[config.mk]
export PLATFORM = sky130hd
export DESIGN_NAME = lsu_req_ctrl
export DESIGN_NICKNAME = d
export VERILOG_FILES = /design/src/rtl/lsu_pkg.sv /design/src/rtl/lsu_lane_align.sv /design/src/rtl/lsu_req_ctrl.sv
export SDC_FILE = /design/constraint.sdc
export NUM_CORES = 1
export LEC_CHECK = 0
export CAP_MARGIN = 20
export CORE_UTILIZATION = 47
export DETAILED_ROUTE_END_ITERATION = 8
export GPL_ROUTABILITY_DRIVEN = 0
export GPL_TIMING_DRIVEN = 1
export PLACE_DENSITY = 0.84
export SKIP_CTS_REPAIR_TIMING = 1
export SLEW_MARGIN = 10
export SYNTH_ARGS = -nofsm -noshare
export SYNTH_HDL_FRONTEND = slang
export SYNTH_SLANG_ARGS = --single-unit
[constraint.sdc]
create_clock -name sys_clk -period 4.5 [get_ports sys_clk]
set_input_delay 0.675 -clock sys_clk [delete_from_list [all_inputs] [get_ports sys_clk]]
set_output_delay 0.675 -clock sys_clk [all_outputs]
set_load 0.01 [all_outputs]
[src/rtl/lsu_pkg.sv]
`default_nettype none
// ----------------------------------------------------------------------------
// lsu_pkg : opcodes, funct3 codes, exception causes and FSM encoding for the LSU
// Rev 1.0
// ----------------------------------------------------------------------------
package lsu_pkg;

  localparam logic [6:0] OPC_LOAD  = 7'b0000011;
  localparam logic [6:0] OPC_STORE = 7'b0100011;

  localparam logic [2:0] F3_LB  = 3'b000;
  localparam logic [2:0] F3_LH  = 3'b001;
  localparam logic [2:0] F3_LW  = 3'b010;
  localparam logic [2:0] F3_LD  = 3'b011;
  localparam logic [2:0] F3_LBU = 3'b100;
  localparam logic [2:0] F3_LHU = 3'b101;
  localparam logic [2:0] F3_LWU = 3'b110;
  localparam logic [2:0] F3_SB  = 3'b000;
  localparam logic [2:0] F3_SH  = 3'b001;
  localparam logic [2:0] F3_SW  = 3'b010;
  localparam logic [2:0] F3_SD  = 3'b011;

  localparam logic [1:0] EXC_LD_MISALIGN = 2'd0;
  localparam logic [1:0] EXC_ST_MISALIGN = 2'd1;
  localparam logic [1:0] EXC_ILLEGAL     = 2'd2;
  localparam logic [1:0] EXC_TIMEOUT     = 2'd3;

  typedef enum logic [1:0] {
    SZ_BYTE  = 2'd0,
    SZ_HALF  = 2'd1,
    SZ_WORD  = 2'd2,
    SZ_DWORD = 2'd3
  } lsu_size_e;

  typedef enum logic [1:0] {
    ST_IDLE = 2'd0,
    ST_REQ  = 2'd1,
    ST_WAIT = 2'd2
  } lsu_state_e;

endpackage
`default_nettype wire

[src/rtl/lsu_lane_align.sv]
`default_nettype none
// ----------------------------------------------------------------------------
// lsu_lane_align : store lane shift / byte enables and load lane extraction
// Rev 1.0
// ----------------------------------------------------------------------------
module lsu_lane_align
  import lsu_pkg::*;
#(
  parameter  int WIDTH = 32,
  localparam int NB    = WIDTH / 8,
  localparam int OFF_W = $clog2(NB)
) (
  input  lsu_size_e          st_size_i,
  input  logic [OFF_W-1:0]   st_off_i,
  input  logic [WIDTH-1:0]   st_data_i,
  output logic [WIDTH-1:0]   st_wdata_o,
  output logic [NB-1:0]      st_be_o,
  input  lsu_size_e          ld_size_i,
  input  logic               ld_signed_i,
  input  logic [OFF_W-1:0]   ld_off_i,
  input  logic [WIDTH-1:0]   ld_rdata_i,
  output logic [WIDTH-1:0]   ld_data_o
);

  logic [NB-1:0]    be_base;
  logic [WIDTH-1:0] ld_shift;
  logic [WIDTH-1:0] ld_keep;
  logic             ld_msb;

  always_comb begin
    st_wdata_o = st_data_i << {st_off_i, 3'b000};
    case (st_size_i)
      SZ_BYTE: be_base = NB'(1);
      SZ_HALF: be_base = NB'(3);
      SZ_WORD: be_base = NB'(15);
      default: be_base = '1;
    endcase
    st_be_o = be_base << st_off_i;
  end

  // Bits above the access width are either cleared or filled with its MSB.
  always_comb begin
    ld_shift = ld_rdata_i >> {ld_off_i, 3'b000};
    case (ld_size_i)
      SZ_BYTE: begin ld_keep = WIDTH'(8'hFF);         ld_msb = ld_shift[7];  end
      SZ_HALF: begin ld_keep = WIDTH'(16'hFFFF);      ld_msb = ld_shift[15]; end
      SZ_WORD: begin ld_keep = WIDTH'(32'hFFFF_FFFF); ld_msb = ld_shift[31]; end
      default: begin ld_keep = '1;                    ld_msb = 1'b0;         end
    endcase
    ld_data_o = (ld_shift & ld_keep) | ((ld_signed_i && ld_msb) ? ~ld_keep : '0);
  end

endmodule
`default_nettype wire

[src/rtl/lsu_req_ctrl.sv]
`default_nettype none
// ----------------------------------------------------------------------------
// lsu_req_ctrl : RV32/RV64 load/store decode and single-outstanding cache request
// Rev 1.0
// ----------------------------------------------------------------------------
module lsu_req_ctrl
  import lsu_pkg::*;
#(
  parameter int WIDTH          = 32,
  parameter int TIMEOUT_CYCLES = 256,
  parameter int TCNT_W         = $clog2(TIMEOUT_CYCLES + 1)
) (
  input  logic               sys_clk,
  input  logic               sys_rst,
  input  logic               instr_valid_i,
  output logic               instr_ready_o,
  input  logic [31:0]        instruction_i,
  input  logic [WIDTH-1:0]   rs1_data_i,
  input  logic [WIDTH-1:0]   rs2_data_i,
  output logic               req_read_o,
  output logic               req_write_o,
  output logic [WIDTH-1:0]   req_addr_o,
  output logic [WIDTH-1:0]   req_wdata_o,
  output logic [WIDTH/8-1:0] req_be_o,
  input  logic               req_ready_i,
  input  logic               resp_valid_i,
  input  logic [WIDTH-1:0]   resp_rdata_i,
  output logic               wb_valid_o,
  output logic [4:0]         wb_rd_o,
  output logic [WIDTH-1:0]   wb_data_o,
  output logic               done_o,
  output logic               exc_valid_o,
  output logic [1:0]         exc_cause_o
);

  localparam int NB    = WIDTH / 8;
  localparam int OFF_W = $clog2(NB);
  localparam logic [TCNT_W-1:0] CNT_LAST = TCNT_W'(TIMEOUT_CYCLES - 1);

  lsu_state_e        state_q, state_d;
  logic [WIDTH-1:0]  addr_q, addr_d, wdata_q, wdata_d, wb_data_q, wb_data_d;
  logic [NB-1:0]     be_q, be_d;
  lsu_size_e         size_q, size_d;
  logic              sign_q, sign_d, store_q, store_d;
  logic [4:0]        rd_q, rd_d;
  logic [TCNT_W-1:0] cnt_q, cnt_d;
  logic              done_q, done_d, wb_valid_q, wb_valid_d, exc_valid_q, exc_valid_d;
  logic [1:0]        exc_cause_q, exc_cause_d;
  logic              ready_en_q;

  logic [6:0]        opcode;
  logic [2:0]        funct3;
  logic              is_load, is_store, instr_hs, f3_illegal, misaligned, timeout;
  logic [11:0]       imm12;
  logic [WIDTH-1:0]  ea, st_wdata, ld_data;
  logic [NB-1:0]     st_be;
  lsu_size_e         dec_size;
  logic              unused_rs1_field;

  assign unused_rs1_field = ^instruction_i[19:15];

  assign opcode   = instruction_i[6:0];
  assign funct3   = instruction_i[14:12];
  assign is_load  = (opcode == OPC_LOAD);
  assign is_store = (opcode == OPC_STORE);
  assign imm12    = is_store ? {instruction_i[31:25], instruction_i[11:7]} : instruction_i[31:20];
  assign ea       = rs1_data_i + {{(WIDTH-12){imm12[11]}}, imm12};
  assign dec_size = lsu_size_e'(funct3[1:0]);
  assign instr_hs = instr_valid_i && instr_ready_o;
  assign timeout  = (cnt_q == CNT_LAST);

  always_comb begin
    f3_illegal = 1'b1;
    if (is_load) begin
      case (funct3)
        F3_LB, F3_LH, F3_LW, F3_LBU, F3_LHU: f3_illegal = 1'b0;
        F3_LD, F3_LWU:                       f3_illegal = (WIDTH == 32);
        default:                             f3_illegal = 1'b1;
      endcase
    end else begin
      case (funct3)
        F3_SB, F3_SH, F3_SW: f3_illegal = 1'b0;
        F3_SD:               f3_illegal = (WIDTH == 32);
        default:             f3_illegal = 1'b1;
      endcase
    end
    case (dec_size)
      SZ_BYTE: misaligned = 1'b0;
      SZ_HALF: misaligned = ea[0];
      SZ_WORD: misaligned = |ea[1:0];
      default: misaligned = |ea[2:0];
    endcase
  end

  lsu_lane_align #(.WIDTH(WIDTH)) u_lane_align (
    .st_size_i   (dec_size),
    .st_off_i    (ea[OFF_W-1:0]),
    .st_data_i   (rs2_data_i),
    .st_wdata_o  (st_wdata),
    .st_be_o     (st_be),
    .ld_size_i   (size_q),
    .ld_signed_i (sign_q),
    .ld_off_i    (addr_q[OFF_W-1:0]),
    .ld_rdata_i  (resp_rdata_i),
    .ld_data_o   (ld_data)
  );

  always_ff @(posedge sys_clk or posedge sys_rst) begin
    if (sys_rst) state_q <= ST_IDLE;
    else         state_q <= state_d;
  end

  always_comb begin
    state_d = state_q;
    case (state_q)
      ST_IDLE: if (instr_hs && (is_load || is_store) && !f3_illegal && !misaligned) state_d = ST_REQ;
      ST_REQ:  if (req_ready_i) state_d = ST_WAIT;
      ST_WAIT: if (resp_valid_i || timeout) state_d = ST_IDLE;
      default: state_d = ST_IDLE;
    endcase
  end

  // ready_en_q holds instr_ready_o low until the first edge after reset release.
  always_comb begin
    instr_ready_o = ready_en_q && (state_q == ST_IDLE);
    req_read_o    = (state_q == ST_REQ) && !store_q;
    req_write_o   = (state_q == ST_REQ) && store_q;
  end

  always_comb begin
    addr_d      = addr_q;
    wdata_d     = wdata_q;
    be_d        = be_q;
    size_d      = size_q;
    sign_d      = sign_q;
    store_d     = store_q;
    rd_d        = rd_q;
    cnt_d       = cnt_q;
    wb_data_d   = wb_data_q;
    exc_cause_d = exc_cause_q;
    done_d      = 1'b0;
    wb_valid_d  = 1'b0;
    exc_valid_d = 1'b0;
    case (state_q)
      ST_IDLE: begin
        if (instr_hs && (is_load || is_store)) begin
          if (f3_illegal) begin
            exc_valid_d = 1'b1;
            exc_cause_d = EXC_ILLEGAL;
          end else if (misaligned) begin
            exc_valid_d = 1'b1;
            exc_cause_d = is_store ? EXC_ST_MISALIGN : EXC_LD_MISALIGN;
          end else begin
            addr_d  = ea;
            size_d  = dec_size;
            sign_d  = ~funct3[2];
            store_d = is_store;
            rd_d    = instruction_i[11:7];
            wdata_d = st_wdata;
            be_d    = is_store ? st_be : '1;
            cnt_d   = '0;
          end
        end
      end
      ST_WAIT: begin
        cnt_d = cnt_q + TCNT_W'(1);
        // A response in the final counted cycle still beats the timeout.
        if (resp_valid_i) begin
          done_d     = 1'b1;
          wb_valid_d = ~store_q;
          if (!store_q) wb_data_d = ld_data;
        end else if (timeout) begin
          exc_valid_d = 1'b1;
          exc_cause_d = EXC_TIMEOUT;
        end
      end
      default: ;
    endcase
  end

  always_ff @(posedge sys_clk or posedge sys_rst) begin
    if (sys_rst) begin
      addr_q      <= '0;
      wdata_q     <= '0;
      be_q        <= '0;
      size_q      <= SZ_BYTE;
      sign_q      <= 1'b0;
      store_q     <= 1'b0;
      rd_q        <= '0;
      cnt_q       <= '0;
      wb_data_q   <= '0;
      exc_cause_q <= '0;
      done_q      <= 1'b0;
      wb_valid_q  <= 1'b0;
      exc_valid_q <= 1'b0;
      ready_en_q  <= 1'b0;
    end else begin
      addr_q      <= addr_d;
      wdata_q     <= wdata_d;
      be_q        <= be_d;
      size_q      <= size_d;
      sign_q      <= sign_d;
      store_q     <= store_d;
      rd_q        <= rd_d;
      cnt_q       <= cnt_d;
      wb_data_q   <= wb_data_d;
      exc_cause_q <= exc_cause_d;
      done_q      <= done_d;
      wb_valid_q  <= wb_valid_d;
      exc_valid_q <= exc_valid_d;
      ready_en_q  <= 1'b1;
    end
  end

  assign req_addr_o  = addr_q;
  assign req_wdata_o = wdata_q;
  assign req_be_o    = be_q;
  assign wb_valid_o  = wb_valid_q;
  assign wb_rd_o     = rd_q;
  assign wb_data_o   = wb_data_q;
  assign done_o      = done_q;
  assign exc_valid_o = exc_valid_q;
  assign exc_cause_o = exc_cause_q;

endmodule
`default_nettype wire

Word level (Yosys, flattened, before mapping)
Cells that the tools add are included.
- register bits after elaboration: 126
- latch bits: 0
- bits in writable memories: 0
- ROM bits: 0
- input port bits: 133
- output and inout bits: 113
- logic and storage cells: 111
- memories: 0
- add/subtract/negate cells: 2
- $mul: 0
- div/mod/pow operators: 0
- magnitude comparators: 0
- equal/unequal tests: 22
- shift operators: 3
- mux-type cells: 35
- bitwise gates (word level): 7
- reductions and logical operators: 27
- operators with widths (cell ; number):
    32-bit case mux with 2 select lines ; 1
    32-bit adder ; 1
    32-bit AND ; 1
    32-bit 2-to-1 mux ; 1
    32-bit NOT ; 1
    32-bit OR ; 1
    32-bit by 5-bit left shift with 32-bit output ; 1
    32-bit by 5-bit >> shifter with 32-bit output ; 1
    9-bit 2-to-1 mux ; 3
    9-bit case mux with 2 select lines ; 1
    2-bit 2-to-1 mux ; 8
    2-bit inequality test, second input constant ; 8
    1-bit 2-to-1 mux ; 13
    9-bit by 1-bit adder with 9-bit output, second input constant ; 1
    9-bit by 8-bit equality test with 1-bit output, second input constant ; 1
    1-bit logical AND ; 8
    4-bit case mux with 2 select lines ; 1
    4-bit AND reduction ; 2
    7-bit by 2-bit equality test with 1-bit output, second input constant ; 1
    7-bit by 6-bit equality test with 1-bit output, second input constant ; 1
    2-bit by 1-bit equality test with 1-bit output, second input constant ; 3
    2-bit equality test, second input constant ; 3
    3-bit equality test, second input constant ; 2
    2-bit zero test ; 3
    other kinds (20) ; 29

Depth between registers and ports, before layout
- word-level depth: 9
- depth in mapped cells: 17
- gate-level depth less buffers: 14

Cells and area by module
A second synthesis with hierarchy kept.
- cell total of the unflattened synthesis: 916
- area total of the unflattened synthesis: 8152.8 um2
- by module, submodules not included (module ; instances ; cells each ; area each (um2) ; sequential area each (um2)):
    lsu_req_ctrl ; 1 ; 713 ; 6745.2 ; 3153.0
    lsu_lane_align ; 1 ; 203 ; 1407.6 ; 0.0

Worst setup path after synthesis
No wires, ideal clock.
- kind: in2reg
- start point: input port instruction_i[3]
- end point: register addr_q[31] (netlist: req_addr_o[31])
- data arrival time: 3.761 ns
- data required time: 4.378 ns
- setup slack: 0.617 ns
- stages on the path: 16
- path through: nor4_2 > and3_1 > nand2_1 > clkbuf_1 > mux2_2 > ha_1 > inv_1 > fa_1 > nor2b_1 > buf_2 > o22ai_1 > or3_1 > buf_4 > a2111oi_2 > and3_1 > nor3_1
- cells in the longest elaborated chain, start to end: 7
- ends and longest elaborated chain (element ; line ; text):
    start: declaration ; lsu_req_ctrl.sv:17 ; input logic [31:0] instruction_i,
    7-bit by 6-bit equality test with 1-bit output ; lsu_req_ctrl.sv:65 ; assign is_store = (opcode == OPC_STORE);
    5-bit 2-to-1 mux ; lsu_req_ctrl.sv:66 ; assign imm12 = is_store ? {instruction_i[31:25], instruction_i[11:7]} : instruction_i[31:20];
    32-bit adder ; lsu_req_ctrl.sv:67 ; assign ea = rs1_data_i + {{(WIDTH-12){imm12[11]}}, imm12};
    3-bit OR reduction or 2-bit OR reduction (tied branches) ; lsu_req_ctrl.sv:91, lsu_req_ctrl.sv:90 ;
    1-bit case mux with 3 select lines ; lsu_req_ctrl.sv:87 ; case (dec_size)
    1-bit NOT (no line) ; n/a ;
    4-bit AND reduction (no line) ; n/a ;
    end signal: assignment ; lsu_req_ctrl.sv:198 ; addr_q <= addr_d;
    end: declaration ; lsu_req_ctrl.sv:41 ; logic [WIDTH-1:0] addr_q, addr_d, wdata_q, wdata_d, wb_data_q, wb_data_d;
Several ways; a longest one is shown, not always the timed one.
A chain may end at the register's enable or synchronous reset.

Final worst setup path
- start point: input port instruction_i[3]
- end point: register addr_q[16] (netlist: req_addr_o[16])
The elaborated chain is that of the path after synthesis.

==> key figures <==
Placed design
  • HPWL after detailed placement: 17.7 mm
  • # port buffers: 240
  • Dpl ws: 78.4 ps

Cells and area
  • Multi-input logic area: 4310 um^2
  • Share of cells above drive strength 1: 0.0779
  • Most frequent cells in the layout: 240 x clkdlybuf4s50_1, 166 x nand2_1, 126 x dfrtp_1
  • Synth-to-layout area growth: 43.2%
  • Register area: 3150 um^2
  • Commonest non-fill, non-tap cell in the layout: clkdlybuf4s50_1
  • Fin util: 0.694
  • Antenna cells: 0
  • # fillers: 1,256
  • NumNets Final: 1,296

Detailed routing
  • Wire per inst: 17.9 um
  • Residual DRC: 0
  • Initial drt markers: 514
  • Post-DRT Antenna Nets: 0
  • 1st-pass router iterations: 5
  • Routed wire length: 24.3 mm
  • Vias: 7,659
  • Vias per inst: 5.64

Synthesis
  • XOR/XNOR Fraction of Synth Area: 0.0249
  • Library cells used by synthesis: 63
  • Post-synthesis compound-gate area fraction: 0.209
  • Area fraction of the dominant cell type after synthesis: 0.408
  • Post-synthesis adder-cell area fraction: 0.0560
  • Yosys reg bits: 126
  • Ys flop type: dfrtp_1
  • Post-Syn Area per Cell: 8.62 um^2
  • Multiplexer share of the synthesized area: 0.0673
  • Syn_nets: 1,064
  • EDFF count, synth: 0
  • Post-Syn Instances: 897
  • Ys async rst share: 1.00
  • Seq/Total Area, Yosys: 0.408
  • Largest cells by area after synthesis: dfrtp_1 41%, nand2_1 8.1%, ha_1 5.3%
  • Post-synth top area cell: dfrtp_1
  • Largest family of logic cells by synthesized area: compound AO/OA/AOI/OAI gates
  • Post-Syn Area: 7730 um^2
  • Fraction of the mapped netlist area in simple logic gates: 0.198
  • Yosys warning count: 0

Worst setup path
  • Worst path arrival time: 4350 ps
  • CP max stage delay: 420 ps
  • Critical Path End Type: flip-flop
  • Worst setup path startpoint: instruction_i[3]
  • CP top delay family: compound AO/OA/AOI/OAI gates
  • CP Cell Sequence: clkdlybuf4s50_1 -> nor4_2 -> and3_1 -> nand2_1 -> mux2_2 -> ha_1 -> inv_1 -> fa_1 -> nor2b_1 -> o2111ai_2 -> a21oi_2 -> buf_4 -> nor2_1 -> o21ai_0 -> a311oi_1 -> a221o_1
  • CP Buf/Inv Count: 3
  • CP Data Required Time: 4810 ps
  • CP Max Fanout: 4
  • WS Path Type: in2reg
  • Critical-path top delay cell: fa_1
  • Setup crit start kind: input pin
  • RR Startpoint: state_q[1]

STA
  • Fmax: 247 MHz
  • Setup tns final: 0 ps
  • Final worst setup slack: 454 ps
  • Slew headroom: 0.479
  • Minimum clock period: 4050 ps
  • Final Hold Viols: 0
  • Worst Tran Pin Value: 782 ps
  • Setup Skew: 9.77 ps
  • Unrepaired setup endpoints after global routing: false
  • Final Cycle Share: 0.899
  • Slew Limit Fails: 0
  • Setup violations, final: 0

Clock network
  • Num Clock Sinks: 126
  • CTS tree: built
  • Clock Path Buffers: 2
  • Clock root cell: clkbuf_16
  • CTS H-tree depth: 4
  • Reg clk slew, reported paths: 60 ps
  • Num CTS Buffers: 17
  • Insertion delay of the later-clocked pin in the worst-skew pair: 420 ps

GRT
  • Antenna violations before repair: 0
  • GRT Total Usage: 0.289
  • Largest net degree at the start of global routing: 64
  • GRT overflow: 0
  • Number of global-route vias before repair: 7,282
  • First-pass GRT wire length: 37.5 mm

Run
  • MaxCap Viol Count: 0

Power
  • VDD IR-drop max: 0.266 mV
  • Cell Pwr Density: 325 nW/um^2
  • Static leakage: 4.80 nW

Floorplanning
  • Die area: 17,000 um^2
  • Core Box Area: 15,900 um^2
  • Num rows: 46
  • Die X: 130 um
  • Num ports: 246
  • Die Height: 130 um
  • Starting Density: 0.485

Min path
  • Worst Hold Class: reg2reg
  • Hold Startpoint: req_wdata_o[2]

Status
  • Status: finished, final reports clean
[cell usage after synthesis, drive strengths merged, types with 6 or more instances]
master,number
o21ai,81
and3,8
o22a,10
nor2b,21
mux2,24
a211oi,29
a21o,14
clkbuf,24
inv,14
and2,6
o31ai,9
a31oi,6
nand4,8
buf,26
nand2,167
xor2,9
a21oi,79
nand2b,9
ha,33
nor3,11
mux2i,25
nor2,75
xnor2,13
nand3,25
dfrtp,126
[worst register-to-register path: stages (launching register included)]
cell      delay (ps)
dfrtp_1          430
nor2b_1          620
and2_1           230
nand2b_1         400
inv_2            570
nand2_1          370
o22a_1           280
[report_power, final]
group	switching (W)	total (W)	internal, W	leakage [nW]
logic	0.000407	0.000792	0.000385	2.78
registers	0.0000414	0.00124	0.00120	1.70
clock network	0.000526	0.00157	0.00104	0.324
total	0.000974	0.00359	0.00262	4.80
[kinds of logic (layout without fill, tap and decap cells)]
group / count (synthesis) / count (layout)
flip-flops: 126 / 126
buffers and inverters: 64 / 309
XOR/XNOR: 22 / 22
other: 1 / 1
multiplexers: 49 / 49
AND/OR/NAND/NOR: 343 / 343
AO/OA/AOI/OAI: 258 / 258
adder cells (fa/ha/maj): 34 / 34
[per-layer routing]
metal / routed length, um / GRT usage
met1: 9850 / 0.358
met2: 11500 / 0.481
met3: 2070 / 0.0709
met4: 831 / 0.124
met5: 0 / 0
[final cells by class]
type | instances | share of cell area
sequential | 126 | 0.285
multi-input combinational | 707 | 0.389
timing repair buffer | 263 | 0.236
tap | 216 | 0.0244
clock inverter | 14 | 0.0218
clock buffer | 18 | 0.0388
inverter | 14 | 0.00497
[metrics by stage]
stage / cells / total power (W) / instance area, um^2 / hold slack [ps]
final: 1358 / 0.00359 / 11100 / 464
after floorplan: 897 / 0.00168 / 7730 / 446
after CTS: 1358 / 0.00360 / 11100 / 467
after detailed placement: 1326 / 0.00203 / 10400 / 455
after global routing: 1358 / 0.00373 / 11100 / 497
after global placement: 1326 / 0.00201 / 10400 / 450
[registers in the layout (all words and copies together) (netlist names)]
| name | cells |
|---|---|
| cnt_q | 9 |
| done_o | 1 |
| exc_cause_o | 2 |
| exc_valid_o | 1 |
| ready_en_q | 1 |
| req_addr_o | 32 |
| req_be_o | 4 |
| req_wdata_o | 32 |
| sign_q | 1 |
| size_q | 2 |
| state_q | 2 |
| store_q | 1 |
| wb_data_o | 32 |
| wb_rd_o | 5 |
| wb_valid_o | 1 |
[path summary, 6_finish.rpt]
check	slack [ps]	cells past startpoint	end
setup / recovery	450	16	req_addr_o[16]
setup reg to reg	1490	6	wb_data_o[19]
hold / removal	460	2	req_wdata_o[2]
max in group asynchronous	2730	3	cnt_q[3]
min in group asynchronous	760	2	wb_data_o[0]
hold reg to reg	460	2	req_wdata_o[2]
(Power assumes the default switching activity.)
